`src/rtl/mux_nx1_pipe.sv`:
```
`default_nettype none
// ============================================================================
//  Module   : mux_nx1_pipe
//  Purpose  : Pipelined N-to-1 multiplexer (N = 2**SEL_W channels of WIDTH
//             bits). Binary tree of 2:1 stages, one register level per tree
//             level, with a valid-qualified data path and an optional
//             internal round-robin select counter (scan mode).
//  Ports    : clk       - rising-edge clock
//             rst       - asynchronous active-high reset
//             i         - N*WIDTH channel bus, channel k at i[k*WIDTH +: WIDTH]
//             sel       - external channel select (scan = 0)
//             scan      - 1: internal counter selects, 0: sel selects
//             in_valid  - sample present on i this cycle
//             y         - selected channel data
//             y_sel     - channel index that produced y
//             out_valid - one-cycle pulse per emerging sample
//  Revision : 1.0 - initial release
// ============================================================================
module mux_nx1_pipe #(
  parameter int WIDTH = 1,
  parameter int SEL_W = 2
) (
  input  logic                          clk,
  input  logic                          rst,
  input  logic [(1<<SEL_W)*WIDTH-1:0]   i,
  input  logic [SEL_W-1:0]              sel,
  input  logic                          scan,
  input  logic                          in_valid,
  output logic [WIDTH-1:0]              y,
  output logic [SEL_W-1:0]              y_sel,
  output logic                          out_valid
);

  localparam int N     = 1 << SEL_W;
  localparam int NODES = N - 1;

  logic [SEL_W-1:0]           cnt_q;
  logic [SEL_W-1:0]           cnt_d;
  logic [SEL_W-1:0]           esel;

  // Registered tree nodes, level 0 first: level l occupies N>>(l+1) entries
  // starting at entry N - (N>>l).
  logic [NODES*WIDTH-1:0]     node_q;
  logic [NODES*WIDTH-1:0]     node_d;

  // Per-level select and valid registers.
  logic [SEL_W-1:0]           s_q [SEL_W];
  logic [SEL_W-1:0]           v_q;

  // Chains seen by each level: index 0 is the sampling cycle, index l+1 is
  // the output of level l, index SEL_W is the pipeline output.
  logic [SEL_W-1:0]           s_chain [SEL_W+1];
  logic [SEL_W:0]             v_chain;

  // Whole tree as one heap-ordered vector: the N leaves (input channels)
  // followed by the registered nodes. Level l reads its pairs starting at
  // entry 2N - (2N>>l) and the root sits at entry 2N-2.
  logic [(N+NODES)*WIDTH-1:0] tree;

  assign esel    = scan ? cnt_q : sel;
  assign cnt_d   = (scan && in_valid) ? cnt_q + 1'b1 : cnt_q;
  assign v_chain = {v_q, in_valid};
  assign tree    = {node_q, i};

  always_comb begin
    s_chain[0] = esel;
    for (int l = 0; l < SEL_W; l++) begin
      s_chain[l+1] = s_q[l];
    end
  end

  // Each level loads only when the valid arriving at it is set, so the
  // output holds the last result through bubbles.
  always_comb begin
    node_d = node_q;
    for (int l = 0; l < SEL_W; l++) begin
      for (int p = 0; p < N/2; p++) begin
        if ((p < (N >> (l+1))) && v_chain[l]) begin
          node_d[(N - (N >> l) + p)*WIDTH +: WIDTH] =
            s_chain[l][l] ? tree[((2*N) - ((2*N) >> l) + 2*p + 1)*WIDTH +: WIDTH]
                          : tree[((2*N) - ((2*N) >> l) + 2*p)*WIDTH +: WIDTH];
        end
      end
    end
  end

  always_ff @(posedge clk or posedge rst) begin
    if (rst) begin
      cnt_q  <= '0;
      node_q <= '0;
      v_q    <= '0;
      for (int l = 0; l < SEL_W; l++) begin
        s_q[l] <= '0;
      end
    end else begin
      cnt_q  <= cnt_d;
      node_q <= node_d;
      v_q    <= v_chain[SEL_W-1:0];
      for (int l = 0; l < SEL_W; l++) begin
        if (v_chain[l]) begin
          s_q[l] <= s_chain[l];
        end
      end
    end
  end

  assign y         = tree[(2*N - 2)*WIDTH +: WIDTH];
  assign y_sel     = s_chain[SEL_W];
  assign out_valid = v_chain[SEL_W];

endmodule
`default_nettype wire
```
`config.mk`:
```
export PLATFORM = sky130hd
export DESIGN_NAME = mux_nx1_pipe
export DESIGN_NICKNAME = d
export VERILOG_FILES = /design/src/rtl/mux_nx1_pipe.sv
export SDC_FILE = /design/constraint.sdc
export NUM_CORES = 1
export LEC_CHECK = 0
export CORE_AREA = 2 2 39 41
export DETAILED_ROUTE_END_ITERATION = 8
export DIE_AREA = 0 0 41 43
export PLACE_DENSITY = 0.72
export SETUP_SLACK_MARGIN = 0.2
export SLEW_MARGIN = 5
export SYNTH_ARGS = -nofsm -noshare
export SYNTH_HDL_FRONTEND = slang
export SYNTH_SLANG_ARGS = --single-unit
```
`constraint.sdc`:
```
create_clock -name clk -period 2.48 [get_ports clk]
set_input_delay 0.372 -clock clk [delete_from_list [all_inputs] [get_ports clk]]
set_output_delay 0.372 -clock clk [all_outputs]
set_load 0.05 [all_outputs]
```
==> flow_metrics.py, run 1 <==
metrics = {
    "sta": {
        "worst_slew_pin_slew_ns": 0.493,
        "post-route-min-period_ns": 1.77,
        "fin_ws_ns": 0.707,
        "finalSetupTns_ns": 0,
        "max_slew_margin_pct": 67.0,
        "hold_viol_final": 0,
        "period_share_pct": 71.5,
        "fmax_ghz": 0.564,
        "setup_viol": 0,
        "slew_violations": 0,
        "fin_skew_ns": 0.00295,
        "whs_ns": 0.397,
        "rsz0062_at_grt": "no",
    },
    "detailed_routing": {
        "drt_iter0_drc": 4,
        "wl_per_cell_um": 11.4,
        "wirelength_um": 753,
        "drt_first_pass_iters": 3,
        "ant_nets": 0,
        "drt-vias-per-instance": 4.35,
        "drc": 0,
        "num_vias": 287,
    },
    "final_layout": {
        "syn_to_final_growth_pct": 35.1,
        "final_core_util_pct": 43.5,
        "layout-drive-gt1-share_pct": 12.0,
        "fillers": 140,
        "fin_nets": 61,
        "antenna_cells": 0,
    },
    "worst_hold_path": {
        "hp-class": "in2async",
    },
    "clocking": {
        "cts_buffers": 3,
        "clk_pin_slew_ns": 0.07,
        "clkSinkCount": 11,
        "cts_tree": "yes",
        "cts_resized": 0,
        "post-cts-setup-buffer-count": 0,
        "root_buffer": "clkbuf_4",
        "cts_buffer_depth": 2,
        "h-tree-depth": 1,
        "clk_latency_ns": 0.26,
        "holdBufCountCts": 0,
    },
    "die": {
        "dieArea_um2": 1760,
        "row_count": 14,
        "ioPinCount": 14,
        "initial_core_util_pct": 32.2,
        "die_x_um": 41,
        "die_h_um": 43,
        "coreArea_um2": 1380,
    },
    "place": {
        "gp_congestion": 0.694,
        "place_ws_ns": 0.762,
        "io_buffers": 13,
        "dp_hpwl_um": 533,
    },
    "critical_path": {
        "critPathKind": "reg2out",
        "cp_max_fo": 2,
        "cp.arrival_ns": 1.40,
        "cp_cell_sequence": "clkdlybuf4s50_1",
        "cp_slowest_cell": "clkdlybuf4s50_1",
        "startpoint_type": "flip-flop",
        "r2r_start": "cnt_q[0]",
        "reg2reg_depth": 3,
        "slowest_delay_ns": 0.80,
        "critical_path_buf_inv_count": 1,
        "worst_ep_required_time_ns": 2.11,
        "r2r_end": "node_q[0]",
        "cp-end-kind": "output pin",
        "r2r_setup_slack_ns": 1.37,
        "crit_family": "buffers and inverters",
    },
    "grt": {
        "grt_max_degree": 12,
        "grt_pass1_wl_mm": 1.26,
        "antenna_found_initial": 0,
        "gr-usage-all-layers_pct": 11.2,
        "grt_pass1_vias": 282,
        "grt-ovfl-total": 0,
    },
    "power_and_ir_drop": {
        "leakagePower_nw": 0.256,
        "p_total_mw": 0.549,
        "powerDensity_nw_per_um2": 912,
        "ir_drop_v": 0.000326,
    },
    "synth": {
        "netlist_instances": 36,
        "synthTopCellsByCount": "11 x dfrtp_1, 5 x a21oi_1, 5 x nor2_1",
        "yosysMostFrequentCell": "dfrtp_1",
        "synth_cell_types": 12,
        "synthesis.nets": 46,
        "synth_edf_count": 0,
        "ys_async_sr_fraction_pct": 100,
        "synth_area_leader_cell": "dfrtp_1",
        "ys.warnings.count": 0,
        "ys_ff_latch": 11,
        "synth_area_um2": 445,
        "syn_area_per_cell_um2": 12.4,
        "yosys-top-cells-area": "dfrtp_1 62%, mux2i_1 9.0%, a21oi_1 5.6%, mux2_2 5.1%, nor2_1 4.2%",
        "synth-main-ff-cell": "dfrtp_1",
        "synth_top_area_share_pct": 61.8,
        "ys_seq_area_share_pct": 61.8,
    },
    "run_status": {
        "status": "completed",
    },
    "run": {
        "cap_viol_max_count": 0,
    },
}
[sequential cells by signal, indices dropped and copies added, names as in the netlist]
register  flops
s_chain       2
node_q        3
y_sel         2
v_q           2
cnt_q         2
[kinds of logic (layout without fill, tap and decap cells)]
| family | count (synthesis) | in the layout | synth area share (%) |
|---|---|---|---|
| AO/OA/AOI/OAI | 5 | 5 | 5.62 |
| multiplexers | 7 | 7 | 17.1 |
| buffers and inverters | 4 | 18 | 5.33 |
| XOR/XNOR | 2 | 2 | 3.93 |
| AND/OR/NAND/NOR | 7 | 7 | 6.18 |
| flip-flops | 11 | 11 | 61.8 |
[worst reg2reg max path: stages, from the launching register on]
cell     delay (ns)
dfrtp_1        0.41
mux2i_2        0.27
mux2i_1        0.22
a21oi_1        0.08
[worst max path at each step]
stage | from | to | slack, ns | cells past startpoint
2_1_floorplan | scan | node_q[0] | 1.46 | 3
3_3_place_gp | scan | node_q[0] | 0.79 | 4
3_5_place_dp | scan | node_q[1] | 0.76 | 4
4_1_cts | y_sel[1] | y_sel[1] | 0.69 | 1
5_1_grt | v_q[1] | out_valid | 0.64 | 1
6_report | y_sel[1] | y_sel[1] | 0.71 | 1
[where the power goes]
part | switching, mW | internal [mW]
Combinational | 0.0916 | 0.0802
Sequential | 0.0310 | 0.226
Clock | 0.0576 | 0.0622
Total | 0.180 | 0.368
[layout by cell type (no fill, tap or decap)]
master           instances
mux2_2                   2
clkdlybuf4s50_1         13
nand2_1                  1
nor2_1                   5
inv_1                    1
mux2i_2                  1
nand3_1                  1
clkbuf_1                 1
dfrtp_1                 11
mux2i_1                  4
xnor2_1                  2
clkbuf_4                 3
a21oi_1                  5
[routing by layer]
| metal | global-route usage [%] | vias to the layer above | part of all wire [%] |
|---|---|---|---|
| li1 | - | 145 | - |
| met1 | 15.1 | 133 | 48 |
| met2 | 14.7 | 9 | 44 |
| met3 | 3.14 | 0 | 8.1 |
| met4 | 8.00 | 0 | 0 |
| met5 | 0 | - | 0 |
[metrics by stage]
step                cells  cell area (um^2)
finish                 66               602
CTS                    66               602
global placement       62               576
detailed placement     62               576
floorplan              36               445
global route           66               602
[area by class of cell]
| type | instances | area, um^2 | area share [%] |
|---|---|---|---|
| sequential | 11 | 275 | 45.7 |
| multi-input combinational | 21 | 146 | 24.3 |
| timing repair buffer | 13 | 130 | 21.6 |
| clock buffer | 4 | 26.3 | 4.37 |
| tap | 16 | 20.0 | 3.33 |
| inverter | 1 | 3.75 | 0.624 |
(Power assumes the default switching activity.)
==> inputs of run 2 (changes only) <==
--- a/config.mk
+++ b/config.mk
@@ -8,7 +8,7 @@
 export CORE_AREA = 2 2 39 41
 export DETAILED_ROUTE_END_ITERATION = 8
 export DIE_AREA = 0 0 41 43
-export PLACE_DENSITY = 0.72
+export PLACE_DENSITY = 0.74
 export SETUP_SLACK_MARGIN = 0.2
 export SLEW_MARGIN = 5
 export SYNTH_ARGS = -nofsm -noshare
==> constraint.sdc (replaced) <==
create_clock -name clk -period 1.6 [get_ports clk]
set_input_delay 0.24 -clock clk [delete_from_list [all_inputs] [get_ports clk]]
set_output_delay 0.24 -clock clk [all_outputs]
set_load 0.05 [all_outputs]
==> flow_metrics.py, run 2 (synthesis gave the netlist of run 1 again) <==
metrics = {
    "final_layout": {
        "fin_nets": 62,
        "syn_to_final_growth_pct": 34.8,
        "regMostFlops": "node_q",
        "antenna_cells": 0,
        "largest_reg_flops": 3,
        "final_cell_mix": "11 x dfrtp_1, 9 x clkdlybuf4s50_1, 5 x nor2_1, 5 x a21oi_1, 5 x buf_4",
        "layout_commonest_cell": "dfrtp_1",
        "final_core_util_pct": 43.4,
        "layout-drive-gt1-share_pct": 23.5,
    },
    "clocking": {
        "root_buffer": "clkbuf_4",
        "clk_pin_slew_ns": 0.07,
        "cts_buffers": 3,
        "clk_latency_ns": 0.27,
        "holdBufCountCts": 0,
        "clkSinkCount": 11,
        "post-cts-setup-buffer-count": 0,
        "h-tree-depth": 1,
        "cts_resized": 0,
        "cts_tree": "yes",
        "cts_buffer_depth": 2,
    },
    "place": {
        "io_buffers": 13,
        "place_ws_ns": 0.0632,
        "gp_congestion": 0.714,
    },
    "critical_path": {
        "cp_max_fo": 3,
        "cp.arrival_ns": 1.38,
        "startpoint_type": "input port",
        "cp-end-kind": "flip-flop",
        "worst_ep_required_time_ns": 1.75,
        "critPathKind": "in2reg",
        "r2r_setup_slack_ns": 0.48,
    },
    "grt": {
        "gr-usage-all-layers_pct": 10.1,
        "grt_pass1_wl_mm": 1.13,
        "grt_pass1_vias": 279,
        "antenna_found_initial": 0,
        "grt_max_degree": 12,
        "grt-ovfl-total": 0,
    },
    "detailed_routing": {
        "drt_first_pass_iters": 2,
        "topRoutingLayerUsed": "met4",
        "drc": 0,
        "num_vias": 291,
        "drt-vias-per-instance": 4.34,
        "wl_per_cell_um": 9.88,
        "drt_iter0_drc": 1,
        "ant_nets": 0,
        "met3_length_um": 47,
        "route.met2.wl_um": 278,
        "met1_length_um": 316,
        "wirelength_um": 662,
    },
    "sta": {
        "finalSetupTns_ns": 0,
        "max_slew_margin_pct": 73.6,
        "worst_slew_pin_slew_ns": 0.396,
        "setup_viol": 0,
        "whs_ns": 0.247,
        "period_share_pct": 77.0,
        "fin_skew_ns": 0.00648,
        "rsz0062_at_grt": "no",
        "post-route-min-period_ns": 1.23,
        "hold_viol_final": 0,
        "fmax_ghz": 0.811,
        "fin_ws_ns": 0.368,
        "slew_violations": 0,
    },
    "power_and_ir_drop": {
        "leakagePower_nw": 0.267,
        "ir_drop_v": 0.000626,
        "powerDensity_nw_per_um2": 1410,
    },
    "die": {
        "ioPinCount": 14,
        "coreArea_um2": 1380,
        "die_h_um": 43,
        "row_count": 14,
        "die_x_um": 41,
        "dieArea_um2": 1760,
        "initial_core_util_pct": 32.2,
    },
    "worst_hold_path": {
        "hp-class": "in2async",
    },
    "run_status": {
        "status": "completed",
    },
    "run": {
        "cap_viol_max_count": 0,
    },
}
run 2: per-layer routing:
layer	GRT usage, %	vias up
met5	0	-
met4	8.00	0
met3	4.71	3
met2	12.8	11
met1	12.4	129
li1	-	148
run 2: final timing paths:
check / cells past startpoint / endpoint / startpoint
max: 4 / node_q[0] / scan
min: 2 / y_sel[1] / rst
max reg2reg: 3 / node_q[0] / cnt_q[0]
min reg2reg: 0 / v_q[1] / v_q[0]
max in group asynchronous: 2 / s_chain[2] / rst
min in group clk: 0 / v_q[1] / v_q[0]
run 2: layout make-up:
type                    instances  area (um^2)
well taps                      16         20.0
flip-flops and latches         11          275
repair buffers                 14          128
inverters                       1         3.75
fillers                       139          783
clock inverters                 1         5.00
multi-input cells              21          146
clock buffers                   3         22.5
run 2: worst max-delay path: stages:
cell	delay [ns]
clkdlybuf4s50_1	0.50
mux2i_2	0.32
mux2i_1	0.23
a21oi_1	0.08
run 2: where the power goes:
part	switching, mW	internal, mW
Sequential	0.0501	0.350
Combinational	0.142	0.117
Clock	0.0937	0.0926
run 2: metrics by stage:
| step | std cells | power, mW | area, um^2 |
|---|---|---|---|
| 2_1_floorplan | 36 | 0.605 | 445 |
| 5_1_grt | 67 | 0.897 | 601 |
| 3_5_place_dp | 63 | 0.667 | 573 |
| 4_1_cts | 67 | 0.856 | 601 |
| 6_report | 67 | 0.846 | 601 |
| 3_3_place_gp | 63 | 0.662 | 573 |
